`config.mk`:
```
export PLATFORM = sky130hd
export DESIGN_NAME = baccarat_ctrl
export DESIGN_NICKNAME = d
export VERILOG_FILES = /design/src/rtl/baccarat_pkg.sv /design/src/rtl/dealer_draw_rule.sv /design/src/rtl/baccarat_ctrl.sv
export SDC_FILE = /design/constraint.sdc
export NUM_CORES = 1
export LEC_CHECK = 0
export BUFFER_PORTS_ARGS = -buffer_cell sky130_fd_sc_hd__buf_2
export CAP_MARGIN = 20
export CELL_PAD_IN_SITES_DETAIL_PLACEMENT = 1
export CELL_PAD_IN_SITES_GLOBAL_PLACEMENT = 1
export CORE_MARGIN = 3
export CORE_UTILIZATION = 29
export DETAILED_ROUTE_END_ITERATION = 7
export PLACE_DENSITY_LB_ADDON = 0.1
export SETUP_SLACK_MARGIN = 0.05
export SLEW_MARGIN = 20
export SYNTH_ARGS = -nofsm -noshare
export SYNTH_HDL_FRONTEND = slang
export SYNTH_SLANG_ARGS = --single-unit
```
`constraint.sdc`:
```
create_clock -name slow_clock -period 1.45 [get_ports slow_clock]
set_input_delay 0.0725 -clock slow_clock [delete_from_list [all_inputs] [get_ports slow_clock]]
set_output_delay 0.0725 -clock slow_clock [all_outputs]
set_load 0.01 [all_outputs]
```
`src/rtl/baccarat_pkg.sv`:
```
// Shared types and constants for the baccarat sequencing controller.
// Latency: n/a (types, constants and one pure function).
// Backpressure: n/a.
package baccarat_pkg;

  // Hand sequencing states, 4-bit encoding, listed in deal order.
  typedef enum logic [3:0] {
    ST_IDLE = 4'd0,
    ST_P1   = 4'd1,
    ST_D1   = 4'd2,
    ST_P2   = 4'd3,
    ST_D2   = 4'd4,
    ST_NAT  = 4'd5,
    ST_P3   = 4'd6,
    ST_BANK = 4'd7,
    ST_D3   = 4'd8,
    ST_DONE = 4'd9
  } state_e;

  // Card codes: 0 means no card, 10..13 are the zero-valued picture/ten ranks.
  localparam logic [3:0] CARD_NONE = 4'd0;
  localparam logic [3:0] CARD_TEN  = 4'd10;

  // A two-card total at or above this is a natural.
  localparam logic [3:0] NATURAL_MIN     = 4'd8;
  // Player draws on totals up to this value; the dealer uses the same cut
  // when the player stood.
  localparam logic [3:0] PLAYER_DRAW_MAX = 4'd5;

  // Point value of a card code; tens, pictures and unused codes count 0.
  function automatic logic [3:0] card_value(input logic [3:0] code);
    if ((code == CARD_NONE) || (code >= CARD_TEN)) begin
      return 4'd0;
    end
    return code;
  endfunction

endpackage

```
`src/rtl/dealer_draw_rule.sv`:
```
// Dealer third-card decision (punto-banco tableau).
// Latency: purely combinational.
// Backpressure: none.
module dealer_draw_rule
  import baccarat_pkg::*;
(
  input  logic [3:0] dscore,
  input  logic [3:0] pvalue,
  input  logic       player_drew,
  output logic       draw
);

  // Player stood: dealer follows the player's cut. Player drew: tableau on
  // the player's third-card value. Totals of 7 and above never draw.
  always_comb begin
    draw = 1'b0;
    if (!player_drew) begin
      draw = (dscore <= PLAYER_DRAW_MAX);
    end else begin
      case (dscore)
        4'd0, 4'd1, 4'd2: draw = 1'b1;
        4'd3:             draw = (pvalue != 4'd8);
        4'd4:             draw = (pvalue >= 4'd2) && (pvalue <= 4'd7);
        4'd5:             draw = (pvalue >= 4'd4) && (pvalue <= 4'd7);
        4'd6:             draw = (pvalue >= 4'd6) && (pvalue <= 4'd7);
        default:          draw = 1'b0;
      endcase
    end
  end

endmodule

```
`src/rtl/baccarat_ctrl.sv`:
```
// Baccarat hand sequencer: issues card-load strobes, applies drawing rules, lights winner.
// Latency: 6 to 9 slow_clock rising edges from reset release to DONE; one hand per reset.
// Backpressure: with DEAL_STEP_EN defined, the step input gates every advance and every load.
module baccarat_ctrl
  import baccarat_pkg::*;
(
  input  logic       slow_clock,
  input  logic       resetb,
`ifdef DEAL_STEP_EN
  input  logic       step,
`endif
  input  logic [3:0] pcard3,
  input  logic [3:0] pscore,
  input  logic [3:0] dscore,
  output logic       load_pcard1,
  output logic       load_pcard2,
  output logic       load_pcard3,
  output logic       load_dcard1,
  output logic       load_dcard2,
  output logic       load_dcard3,
  output logic       player_win_light,
  output logic       dealer_win_light,
  output logic       hand_done
);

  state_e     state_q, state_d;
  logic       adv;
  logic       natural;
  logic       player_drew;
  logic       dealer_draw;
  logic [3:0] pvalue;

`ifdef DEAL_STEP_EN
  assign adv = step;
`else
  assign adv = 1'b1;
`endif

  // Any score of 8 or more ends the hand; this also absorbs out-of-range scores.
  assign natural     = (pscore >= NATURAL_MIN) || (dscore >= NATURAL_MIN);
  assign pvalue      = card_value(pcard3);
  assign player_drew = (state_q == ST_BANK);

  dealer_draw_rule u_dealer_draw_rule (
    .dscore      (dscore),
    .pvalue      (pvalue),
    .player_drew (player_drew),
    .draw        (dealer_draw)
  );

  // State register; reset returns the table to IDLE without waiting for a clock.
  always_ff @(posedge slow_clock or negedge resetb) begin
    if (!resetb) begin
      state_q <= ST_IDLE;
    end else begin
      state_q <= state_d;
    end
  end

  // Next-state: fixed deal order, then the natural / player / dealer decisions.
  always_comb begin
    state_d = state_q;
    if (adv) begin
      case (state_q)
        ST_IDLE: state_d = ST_P1;
        ST_P1:   state_d = ST_D1;
        ST_D1:   state_d = ST_P2;
        ST_P2:   state_d = ST_D2;
        ST_D2:   state_d = ST_NAT;
        ST_NAT: begin
          if (natural) begin
            state_d = ST_DONE;
          end else if (pscore <= PLAYER_DRAW_MAX) begin
            state_d = ST_P3;
          end else if (dealer_draw) begin
            state_d = ST_D3;
          end else begin
            state_d = ST_DONE;
          end
        end
        ST_P3:   state_d = ST_BANK;
        ST_BANK: state_d = dealer_draw ? ST_D3 : ST_DONE;
        ST_D3:   state_d = ST_DONE;
        ST_DONE: state_d = ST_DONE;
        default: state_d = ST_IDLE;
      endcase
    end
  end

  // Moore outputs: one load per card state (gated by adv), lights only in DONE.
  always_comb begin
    load_pcard1      = adv && (state_q == ST_P1);
    load_dcard1      = adv && (state_q == ST_D1);
    load_pcard2      = adv && (state_q == ST_P2);
    load_dcard2      = adv && (state_q == ST_D2);
    load_pcard3      = adv && (state_q == ST_P3);
    load_dcard3      = adv && (state_q == ST_D3);
    hand_done        = (state_q == ST_DONE);
    player_win_light = 1'b0;
    dealer_win_light = 1'b0;
    if (state_q == ST_DONE) begin
      player_win_light = (pscore >= dscore);
      dealer_win_light = (dscore >= pscore);
    end
  end

endmodule

```
# == Word-level counts from Yosys, hierarchy flattened ==
# Index checks and enable logic that the tools add are counted.
# totals
mem_count,0
rom_bits,0
latch_bits,0
ff_bits,4
inputBits,14
out_inout_bits,9
word_cells,49
ram_bits,0
# op_classes
bitwise_logic,0
n_lt_le_gt_ge,11
n_div,0
mux,11
mul,0
eq_ne,16
reduce_logical,10
n_addsub,0
shifts,0
# ops
cell,n
$pmux 4 s9,1
$eq 4x3->1 const B,7
$eq 4x2->1 const B,4
$mux 4,4
$ge 4x4->1 const B,3
$le 4x3->1 const B,3
$logic_not 4->1,3
$eq 4x1->1 const B,2
$eq 4x4->1 const B,2
$ge 4x3->1 const B,2
$ge 4x4->1,2
$mux 1,5
$pmux 1 s5,1
$ge 4x2->1 const B,1
$ne 4x4->1 const B,1
$logic_and 1x1->1,3
$reduce_or 3->1,1
$logic_or 1x1->1,2
$reduce_or 2->1,1

# == Longest topological paths before layout ==
# Gate-level depths: netlist of run 1.
# logic_depth
word_depth,12
depth_mapped,6
ltp_nobuf,6

# == Cells and area by module ==
# From an unflattened synthesis of run 1, not the netlist that was laid out.
# hier_totals
hier_cells,60
area_unflattened_um2,488.0
# modules_own_cells
mod,area_per_inst_um2,instances,cells_per_inst,seq_area_each_um2
baccarat_ctrl,429.2,1,53,100.1
dealer_draw_rule,58.8,1,7,0.0

# == Least setup slack after synthesis of run 1 ==
# Ideal clock, no wire load.
# synth_timing
kind,reg2out
from,register state_q[1]
to,output port player_win_light
required_ns,1.378
path_stages_with_launch,6
path_slack_ns,0.294
t_arrival_ns,1.083
n_path_buf,1
cell_sequence,dfrtp_1 > buf_2 > nor3b_1 > nand2_1 > inv_1 > a22o_1
# synth_via
elab_chain_cells,2
# synth_lines
item,line_no,source
"start, declared",baccarat_ctrl.sv:26,"state_e state_q, state_d;"
"start signal, assigned",baccarat_ctrl.sv:56,state_q <= state_d;
$eq 4x4->1,n/a,
named net hand_done,baccarat_ctrl.sv:23,output logic hand_done
$mux 1,baccarat_ctrl.sv:101,if (state_q == ST_DONE) begin
"end, declared",baccarat_ctrl.sv:21,"output logic player_win_light,"
# The timed path passes the listed nets, and every way through them passes these cells.

# == Worst setup path after layout of run 1 ==
# layout_timing
from,register state_q[2]
to,output port player_win_light
# layout_via
elab_chain_cells,2
# layout_lines
item,line_no
$eq 4x4->1,baccarat_ctrl.sv:101
$mux 1,baccarat_ctrl.sv:101
# No other way between the ends.

==> results of run 1 <==
==> cells in the final DEF (no fill, tap or decap), types with 2 or more instances in the layout <==
| cell | count |
|---|---|
| buf_2 | 22 |
| ha_1 | 4 |
| nand2b_1 | 3 |
| nor3_2 | 2 |
| clkbuf_4 | 3 |
| a21oi_1 | 4 |
| nor2b_1 | 4 |
| nor3_1 | 2 |
| dfrtp_2 | 3 |
| nand2_1 | 3 |
| buf_4 | 4 |
| nor2_1 | 3 |
| inv_1 | 5 |
==> per-stage QoR <==
| stage | util (%) | TNS (ns) | instances | hold WS (ns) | worst slack (ns) |
|---|---|---|---|---|---|
| floorplan | - | 0 | 58 | -0.223 | 0.294 |
| global placement | 41.9 | 0 | 93 | -0.122 | 0.156 |
| detailed placement | 41.9 | 0 | 93 | -0.118 | 0.122 |
| CTS | 45.0 | 0 | 98 | 0.170 | 0.0576 |
| global route | 48.5 | -0.00544 | 100 | 0.181 | -0.00544 |
| finish | 48.5 | 0 | 100 | 0.179 | 0.0974 |
==> kinds of logic after synthesis <==
logic type | Yosys count | share of synthesized area [%]
simple gates | 25 | 31.0
compound gates | 16 | 27.1
buf+inv | 9 | 8.38
fa+ha+maj | 4 | 11.2
flops | 4 | 22.3
==> cell type report <==
| cell class | count | area [sq um] | share of cell area [%] |
|---|---|---|---|
| tap | 15 | 18.8 | 2.83 |
| multi-input combinational | 45 | 338 | 50.9 |
| timing repair buffer | 28 | 161 | 24.3 |
| inverter | 5 | 18.8 | 2.83 |
| clock buffer | 3 | 22.5 | 3.40 |
| sequential | 4 | 104 | 15.7 |
==> how the worst max path moves through the flow <==
stage | startpoint | to | slack, ns | depth (start not counted)
floorplan | state_q[1]$_DFF_PN0_ | player_win_light | 0.29 | 5
global placement | pscore[1] | player_win_light | 0.16 | 8
detailed placement | pscore[1] | player_win_light | 0.12 | 8
CTS | state_q[3]$_DFF_PN0_ | player_win_light | 0.06 | 5
global route | state_q[2]$_DFF_PN0_ | player_win_light | -0.005 | 5
finish | state_q[2]$_DFF_PN0_ | player_win_light | 0.1 | 5
==> power by group <==
part | total [uW] | internal (uW) | switching [uW]
sequential | 246 | 170 | 76.3
clock | 136 | 92.5 | 43.5
combinational | 613 | 309 | 303
total | 995 | 572 | 423
==> metal layers <==
layer | vias up | routed length, um
met5 | - | 0
met4 | 0 | 0
met3 | 0 | 96
met2 | 17 | 552
met1 | 227 | 603
li1 | 262 | -
==> critical path: stages, from the launching register on <==
cell,delay (ns)
dfrtp_1,0.41
nor3b_2,0.20
nand2_2,0.09
nor2_2,0.11
a22o_1,0.12
buf_2,0.12
==> timing repair <==
item / in CTS / in global routing
hold endpoints to repair: 4 / 0
setup endpoints to repair: 2 / 6
buffers inserted: 1 / 2
resized for setup: 1 / 10
hold buffers: 1 / 0
pin swaps: 0 / 3
==> implementation parameters, run 1 <==
Parameter                              Value

Status
  Result of the run    finished clean

Place
  Instance area after placement    roughly 570 sq um
  Weighted congestion reported at the end of routability-driven placement    ~0.7
  HPWL after detailed placement    about 950 um
  IO buf count    22

Layout
  Share of cells above drive strength 1    between 40% and 50%
  Top Registers    state_q x4
  Largest register FFs    4
  Area growth from synthesis to layout    48.0%
  Filler cell count in the final layout    between 150 and 200
  Largest register by flop count    state_q
  Area of all placed cells without fillers    approximately 660 sq um
  Number of nets at the end of the flow    approximately 110
  Diodes inserted    0

Global route
  Antenna violations before repair    0
  Grt met3 use    under 10%
  Via count of the first global-routing pass    ~460
  Met1 global-route usage    18.6%
  All-layer global routing usage    about an eighth
  First-pass GRT wire length    around 2000 um
  Total gr overflow    0
  GRT met2 Usage    ~18%
  Pin count of the biggest net entering global routing    11
  GRT busiest layer    met1

Detailed routing
  Final wirelength    1250 um
  Vias after detailed routing    between 500 and 600
  Via count normalized by instance count    roughly 5.1
  Initial DRC Count    4
  Wirelength per Cell    around 13 um
  Number of remaining DRC errors    0
  Residual antenna-violating net count after detailed routing    0
  Iteration count of the initial detailed-routing pass    2

Clock network
  Clock Latency Late Sink    roughly 0.23 ns
  Root buf cell    clkbuf_4
  Clock tree from TritonCTS    built
  Number of buffers added by the clock tree synthesis step    3
  Buffer levels on the longest clock path    2
  Clk sink count    4
  Maximum level of the CTS H-tree    1
  Clock-pin slew on the worst setup and hold paths    about 0.04 ns

Worst setup path
  Startpoint of the worst-slack reg-to-reg timing path    state_q[1]$_DFF_PN0_
  Arrival time worst endpoint    about 1.3 ns
  CP Capture Type    output pin
  Crit path required time    around 1.4 ns
  Category of the worst setup path launch point    flip-flop
  R2R Setup Slk    0.25 ns
  Worst flop-to-flop path endpoint    state_q[1]$_DFF_PN0_
  Highest fanout seen on the critical path    4
  Type of the setup path with the least slack    reg2out
  Register-to-Register Path Depth    4

Timing
  Final setup vio count    0
  Total count of hold-check failures in the final report    0
  Max transition margin    about four fifths
  Period minus WS final    between 1 and 1.5 ns
  Worst Tran Pin Value    approximately 0.28 ns
  Final clock period utilization by the worst path    93.3%
  Top achievable clock speed    about 0.74 GHz
  Final-report max-slew violation count    0
  Post-Route Skew    0.00474 ns
  Setup repair after global routing missed its margin    true

Floorplanning
  Row cnt    13
  Die H    approximately 45 um
  Top Ports    23
  Placeable Area    about 1400 sq um
  Overall die area    2050 sq um
  DIE WIDTH    between 40 and 50 um
  Initial Util    about a third

Pwr
  Maximum vdd drop    around 0.59 mV
  Ratio of total power to cell area    1500 nW/um^2
  Overall power of the completed layout    995 uW
  Standby leakage power    0.000348 uW

Yosys
  Top cells by area in the synthesized netlist    dfrtp_1 (22%), ha_1 (11%), nand2b_1 (5.6%)
  Syn_area_per_cell    roughly 7.7 sq um
  Post-Synthesis Net Count    between 70 and 80
  Sequential-to-total area share from yosys stat    between 20% and 30%
  Area of the mapped netlist    448 sq um
  Proportion of synthesized flip-flops having asynchronous set or reset    100%
  Yosys synthesis warning count    0
  Library cell with the highest instance count after synthesis    inv_1
  Post-synthesis instance total    between 50 and 60
  Top_reg_cell synth    dfrtp_1
  EDFF count, synth    0
  Yosys cell types    28
  Post-synthesis register bit count    4
  Biggest area consumer among synthesized cells    dfrtp_1
  Area share of the largest cell type after synthesis    about 22%

Min path
  Min-Delay Path Class    in2async

Run
  Number of max-cap violations    0
Note: power is estimated with default switching activity, not from simulation.
==> inputs of run 2 (changes only) <==
==> constraint.sdc (replaced) <==
create_clock -name slow_clock -period 1.5 [get_ports slow_clock]
set_input_delay 0.075 -clock slow_clock [delete_from_list [all_inputs] [get_ports slow_clock]]
set_output_delay 0.075 -clock slow_clock [all_outputs]
set_load 0.01 [all_outputs]
==> run 2 against run 1 <==
Via count is 0.59% higher. Combinational power is 9.3% lower. Total power fell by 7.8%. Wire length shrank 2.5%. Non-clock buffer count increased by 1. Global-route usage up 1.1 points. Setup slack gained 0.045 ns. Core utilization decreased by 1.4 points. Sequential cell count stayed put. Clock power about the same. Register-to-register slack improved by 0.03 ns. Critical path type unchanged. Highest routed layer unchanged.
==> implementation parameters, run 2 (synthesis gave the netlist of run 1 again) <==
Parameter                              Value

Status
  Result of the run    finished clean

Timing
  Worst Tran Pin Value    around 0.31 ns
  Period minus WS final    ~1.4 ns
  Setup repair after global routing missed its margin    true
  Post-Route Skew    between 0.003 and 0.004 ns
  Accumulated negative setup slack    0 ns
  Total count of hold-check failures in the final report    0
  Final clock period utilization by the worst path    between 90% and 100%
  Final setup vio count    0
  Top achievable clock speed    ~0.74 GHz
  Final-report max-slew violation count    0
  Max transition margin    ~79%

Min path
  Min-Delay Path Class    in2async

Clock network
  Maximum level of the CTS H-tree    1
  Buffer levels on the longest clock path    2
  Clk sink count    4
  Root buf cell    clkbuf_4
  Clock tree from TritonCTS    built
  Number of buffers added by the clock tree synthesis step    3
  Clock-pin slew on the worst setup and hold paths    0.04 ns
  Clock Latency Late Sink    around 0.24 ns

Place
  Weighted congestion reported at the end of routability-driven placement    0.679
  Instance area after placement    566 sq um
  IO buf count    22
  HPWL after detailed placement    approximately 960 um

Floorplanning
  Top Ports    23
  Overall die area    between 2000 and 2500 sq um
  Initial Util    roughly 33%
  Die H    about 45 um
  Placeable Area    approximately 1400 sq um
  DIE WIDTH    45.3 um
  Row cnt    13

Global route
  Antenna violations before repair    0
  Total gr overflow    0
  Via count of the first global-routing pass    approximately 510
  First-pass GRT wire length    ~2100 um
  Pin count of the biggest net entering global routing    11
  All-layer global routing usage    about 14%

Detailed routing
  Initial DRC Count    6
  Number of remaining DRC errors    0
  Via count normalized by instance count    approximately 5.0
  Final wirelength    between 1000 and 1500 um
  Wirelength per Cell    approximately 12 um
  Residual antenna-violating net count after detailed routing    0
  Iteration count of the initial detailed-routing pass    4
  Vias after detailed routing    around 500

Worst setup path
  Highest fanout seen on the critical path    3
  Type of the setup path with the least slack    reg2out
  Crit path required time    approximately 1.4 ns
  Arrival time worst endpoint    between 1 and 1.5 ns
  CP Capture Type    output pin
  Category of the worst setup path launch point    flip-flop

Layout
  Filler cell count in the final layout    between 150 and 200
  Most frequent standard cell in the layout excluding fill and tap cells    buf_2
  Share of cells above drive strength 1    between 40% and 50%
  Diodes inserted    0
  Highest-count cells in the layout ignoring fill and taps    buf_2 (22), buf_4 (6), inv_1 (5)
  Top Registers    state_q x4
  Area of all placed cells without fillers    around 640 sq um
  Number of nets at the end of the flow    approximately 110
  Largest register FFs    4
  Largest register by flop count    state_q
  Area growth from synthesis to layout    43.9%

Pwr
  Maximum vdd drop    0.612 mV
  Ratio of total power to cell area    roughly 1400 nW/um^2
  Standby leakage power    about 0.00034 uW

Run
  Number of max-cap violations    0
==> run 2: cell types whose count changed in the layout (fill, tap and decap cells not counted), sizes merged <==
cell and delta:
buf +1
==> run 2: worst paths after layout <==
check | from | to | slack (ns) | cells after the start
max in group asynchronous | resetb | state_q[1]$_DFF_PN0_ | 1.18 | 2
worst min register to register | state_q[3]$_DFF_PN0_ | state_q[1]$_DFF_PN0_ | 0.59 | 2
min in group slow_clock | dscore[3] | state_q[0]$_DFF_PN0_ | 0.20 | 3
worst min-delay path | resetb | state_q[2]$_DFF_PN0_ | 0.18 | 2
worst max register to register | state_q[2]$_DFF_PN0_ | state_q[0]$_DFF_PN0_ | 0.28 | 5
worst max-delay path | state_q[1]$_DFF_PN0_ | player_win_light | 0.14 | 5
==> run 2: where the power goes <==
group	total, uW	internal [uW]	switching (uW)
clock network	134	89.5	44.5
registers	227	163	64.2
logic	556	284	272
total	917	537	381
==> run 2: per-stage QoR <==
stage	setup slack [ns]	hold WS (ns)	total power [uW]	instances	utilization, %
final	0.142	0.184	917	101	47.2
after floorplan	0.342	-0.221	561	58	-
after CTS	0.0896	0.163	888	99	45.6
after detailed placement	0.137	-0.119	698	92	41.4
after global placement	0.205	-0.120	696	92	41.4
after global routing	-0.00878	0.190	1010	101	47.2
==> run 2: final cells by class <==
class / instances / area [sq um] / area share, %
Tap cell: 15 / 18.8 / 2.91
Sequential cell: 4 / 104 / 16.1
Clock buffer: 3 / 22.5 / 3.50
Timing Repair Buffer: 29 / 165 / 25.6
Inverter: 5 / 18.8 / 2.91
Multi-Input combinational cell: 45 / 315 / 48.9
==> run 2: timing repair <==
item	4_1_cts	5_1_grt
endpoints found under the setup margin	2	2
gates resized for setup	2	2
hold buffers	1	0
buffers inserted	3	2
pin swaps	0	1
endpoints found under the hold margin	4	0
==> run 2: worst max-delay path, cell delays in order (launching register included) <==
cell and delay [ns]:
dfrtp_2 0.41, nor3b_2 0.17, nand2_1 0.10, nor2_1 0.13
a22o_1 0.12, buf_2 0.12
==> run 2: layer usage <==
metal / vias up / GRT usage, % / share of wire [%]
met4: 0 / 3.51 / 0
met1: 224 / 17.7 / 48
met2: 21 / 21.8 / 43
met5: - / 0 / 0
li1: 264 / - / -
met3: 0 / 6.37 / 8.3
==> inputs of run 3 (changes only) <==
--- a/config.mk
+++ b/config.mk
@@ -10,11 +10,13 @@
 export CELL_PAD_IN_SITES_DETAIL_PLACEMENT = 1
 export CELL_PAD_IN_SITES_GLOBAL_PLACEMENT = 1
 export CORE_MARGIN = 3
-export CORE_UTILIZATION = 29
+export CORE_UTILIZATION = 30
 export DETAILED_ROUTE_END_ITERATION = 7
 export PLACE_DENSITY_LB_ADDON = 0.1
 export SETUP_SLACK_MARGIN = 0.05
+export SKIP_LAST_GASP = 1
 export SLEW_MARGIN = 20
 export SYNTH_ARGS = -nofsm -noshare
 export SYNTH_HDL_FRONTEND = slang
+export SYNTH_HIERARCHICAL = 1
 export SYNTH_SLANG_ARGS = --single-unit
==> run 3 against run 2 <==
The flow now finishes with violations (setup timing). Combinational power grew 44%. Clock power rose by 8%. Sequential cell count unchanged. Sequential share of layout area down 3.3 points. Worst hold slack lost 0.012 ns. Area after synthesis grew 8.9%. Sequential power shrank 15%. Design area grew 21%. Synthesized cell count rose by 3.4%. First-iteration DRC count decreased by 67%. Critical endpoint is now state_q[0]$_DFF_PN0_.
==> implementation parameters, run 3 <==
Parameter                              Value

Detailed routing
  Initial DRC Count    2
  Wirelength per Cell    between 10 and 15 um
  Vias after detailed routing    between 500 and 600
  Number of remaining DRC errors    0
  Residual antenna-violating net count after detailed routing    0
  Iteration count of the initial detailed-routing pass    4
  Via count normalized by instance count    5.19
  Final wirelength    1510 um

Yosys
  Top post-synthesis cells by count    nor3_1 (6), inv_1 (5)
  Top cells by area in the synthesized netlist    dfrtp_1 (21%), ha_1 (10%), nand2b_4 (8.5%)
  Top_reg_cell synth    dfrtp_1
  Yosys cell types    32
  Proportion of synthesized flip-flops having asynchronous set or reset    100%
  Yosys synthesis warning count    6
  Syn_area_per_cell    roughly 8.1 sq um
  Library cell with the highest instance count after synthesis    nor3_1
  Post-synthesis instance total    60
  Area of the mapped netlist    between 400 and 500 sq um
  Sequential-to-total area share from yosys stat    between 20% and 30%
  Post-Synthesis Net Count    approximately 80
  Biggest area consumer among synthesized cells    dfrtp_1
  EDFF count, synth    0
  Area share of the largest cell type after synthesis    between 20% and 30%
  Post-synthesis register bit count    4

Run
  Number of max-cap violations    0

Pwr
  Maximum vdd drop    ~0.88 mV
  Ratio of total power to cell area    roughly 1500 nW/um^2
  Standby leakage power    ~0.0004 uW

Floorplanning
  Top Ports    23
  DIE WIDTH    about 46 um
  Row cnt    13
  Die H    between 40 and 50 um
  Initial Util    about 34%
  Placeable Area    around 1400 sq um
  Overall die area    2150 sq um

Worst setup path
  Crit path required time    between 1.5 and 2 ns
  Arrival time worst endpoint    a little under 2 ns
  Register-to-Register Path Depth    8
  Critical path, cell by cell    nand2b_4 > nor2_4 > a21boi_1 > or4b_1 > a31oi_2 > nand3b_1 > a21oi_1 > a211o_1
  Category of the worst setup path launch point    flip-flop
  CP Capture Type    flip-flop
  Type of the setup path with the least slack    reg2reg
  Highest cell delay on the worst timing path    between 0.4 and 0.5 ns
  Crit path max-delay cell type    or4b_1
  Highest fanout seen on the critical path    3

Global route
  Pin count of the biggest net entering global routing    9
  Via count of the first global-routing pass    about 600
  First-pass GRT wire length    2520 um
  All-layer global routing usage    16.0%
  Total gr overflow    0
  Antenna violations before repair    0

Timing
  Total count of hold-check failures in the final report    0
  Crit path setup slack, layout    -0.346 ns
  Final-report max-slew violation count    0
  Post-Route Skew    ~0.0093 ns
  Final setup vio count    3
  Setup repair after global routing missed its margin    true
  Final clock period utilization by the worst path    123%
  Hold_ws    0.172 ns
  Max transition margin    roughly 77%
  Worst Tran Pin Value    0.339 ns
  Top achievable clock speed    approximately 0.54 GHz
  Period minus WS final    between 1.5 and 2 ns

Clock network
  Clock-pin slew on the worst setup and hold paths    ~0.040 ns
  Maximum level of the CTS H-tree    1
  Buffer levels on the longest clock path    2
  Root buf cell    clkbuf_4
  Clock Latency Late Sink    0.25 ns
  Clk sink count    4
  Number of buffers added by the clock tree synthesis step    3
  Clock tree from TritonCTS    built

Layout
  Highest-count cells in the layout ignoring fill and taps    buf_2 (22), buf_4 (15), inv_1 (5), nor3_1 (5)
  Area growth from synthesis to layout    60.3%
  Top Registers    state_q x4
  Largest register by flop count    state_q
  Diodes inserted    0
  Filler cell count in the final layout    186
  Number of nets at the end of the flow    ~120
  Most frequent standard cell in the layout excluding fill and tap cells    buf_2
  Share of cells above drive strength 1    52.5%
  Final design utilization    between 50% and 60%
  Largest register FFs    4

Min path
  Min-Delay Path Class    in2async

Place
  HPWL after detailed placement    around 1200 um
  Weighted congestion reported at the end of routability-driven placement    ~0.74
  IO buf count    22

Status
  Result of the run    finished with violations
  Failing checks    setup timing
run 3: cell count changes in the layout (fill, tap and decap cells not counted), moves of 2 or more:
| cell | before | now |
|---|---|---|
| nand2b_1 | 4 | 2 |
| nor2_2 | 0 | 2 |
| dfrtp_1 | 1 | 4 |
| nor2_1 | 4 | 2 |
| nand2_1 | 4 | 0 |
| buf_4 | 6 | 15 |
| dfrtp_2 | 3 | 0 |
| nand2b_4 | 0 | 3 |
run 3: final cells by class:
class                      count  area [sq um]  share of cell area [%]
multi-input combinational     49           389                    49.8
sequential                     4           100                    12.8
inverter                       5          18.8                    2.40
tap                           15          18.8                    2.40
clock buffer                   3          22.5                    2.88
timing repair buffer          38           233                    29.8
run 3: path summary, 6_finish.rpt:
kind                                           start                   end  slack, ns
worst max-delay path            state_q[3]$_DFF_PN0_  state_q[0]$_DFF_PN0_      -0.35
worst min-delay path                          resetb  state_q[0]$_DFF_PN0_       0.17
worst max register to register  state_q[3]$_DFF_PN0_  state_q[0]$_DFF_PN0_      -0.35
worst min register to register  state_q[3]$_DFF_PN0_  state_q[1]$_DFF_PN0_       0.68
max in group asynchronous                     resetb  state_q[3]$_DFF_PN0_       1.20
min in group slow_clock                    pscore[1]  state_q[0]$_DFF_PN0_       0.26
run 3: critical path: cells and delay by family, from the launching register on:
kind	cells	cell delay [ns]
and+or+nand+nor	4	0.86
AOI/OAI and AO/OA	4	0.51
DFF	1	0.37
run 3: cells by family after synthesis:
| group | count (synthesis) | share of synthesized area (%) |
|---|---|---|
| compound gates | 19 | 27.7 |
| simple gates | 26 | 35.6 |
| flops | 4 | 20.5 |
| fa+ha+maj | 4 | 10.3 |
| buf+inv | 7 | 5.90 |
run 3: power breakdown:
| part | leakage, uW | total [uW] | switching (uW) | internal (uW) |
|---|---|---|---|---|
| logic | 0.000334 | 799 | 390 | 409 |
| registers | 0.0000501 | 194 | 36.3 | 157 |
| clock network | 0.0000138 | 145 | 54.8 | 90.2 |
run 3: timing repair:
item | in CTS | in global routing
hold buffers | 1 | 0
buffers inserted | 3 | 3
hold endpoints to repair | 4 | 0
setup endpoints to repair | 3 | 4
resized for setup | 4 | 1
pin swaps | 2 | 2
run 3: per-layer routing:
layer	track usage, %	wire (um)	up-vias
li1	-	-	306
met1	20.4	650	269
met2	26.4	769	15
met3	3.52	71	2
met4	5.11	20	0
met5	0	0	-
run 3: metrics by stage:
step | instance area, sq um | worst slack [ns] | std cells | total power (uW) | setup TNS (ns)
floorplan | 502 | -0.450 | 60 | 615 | -0.450
global placement | 682 | -0.345 | 104 | 846 | -0.345
detailed placement | 682 | -0.423 | 104 | 864 | -0.423
CTS | 753 | -0.392 | 111 | 1090 | -0.392
global route | 782 | -0.433 | 114 | 1240 | -0.747
finish | 782 | -0.346 | 114 | 1140 | -0.421
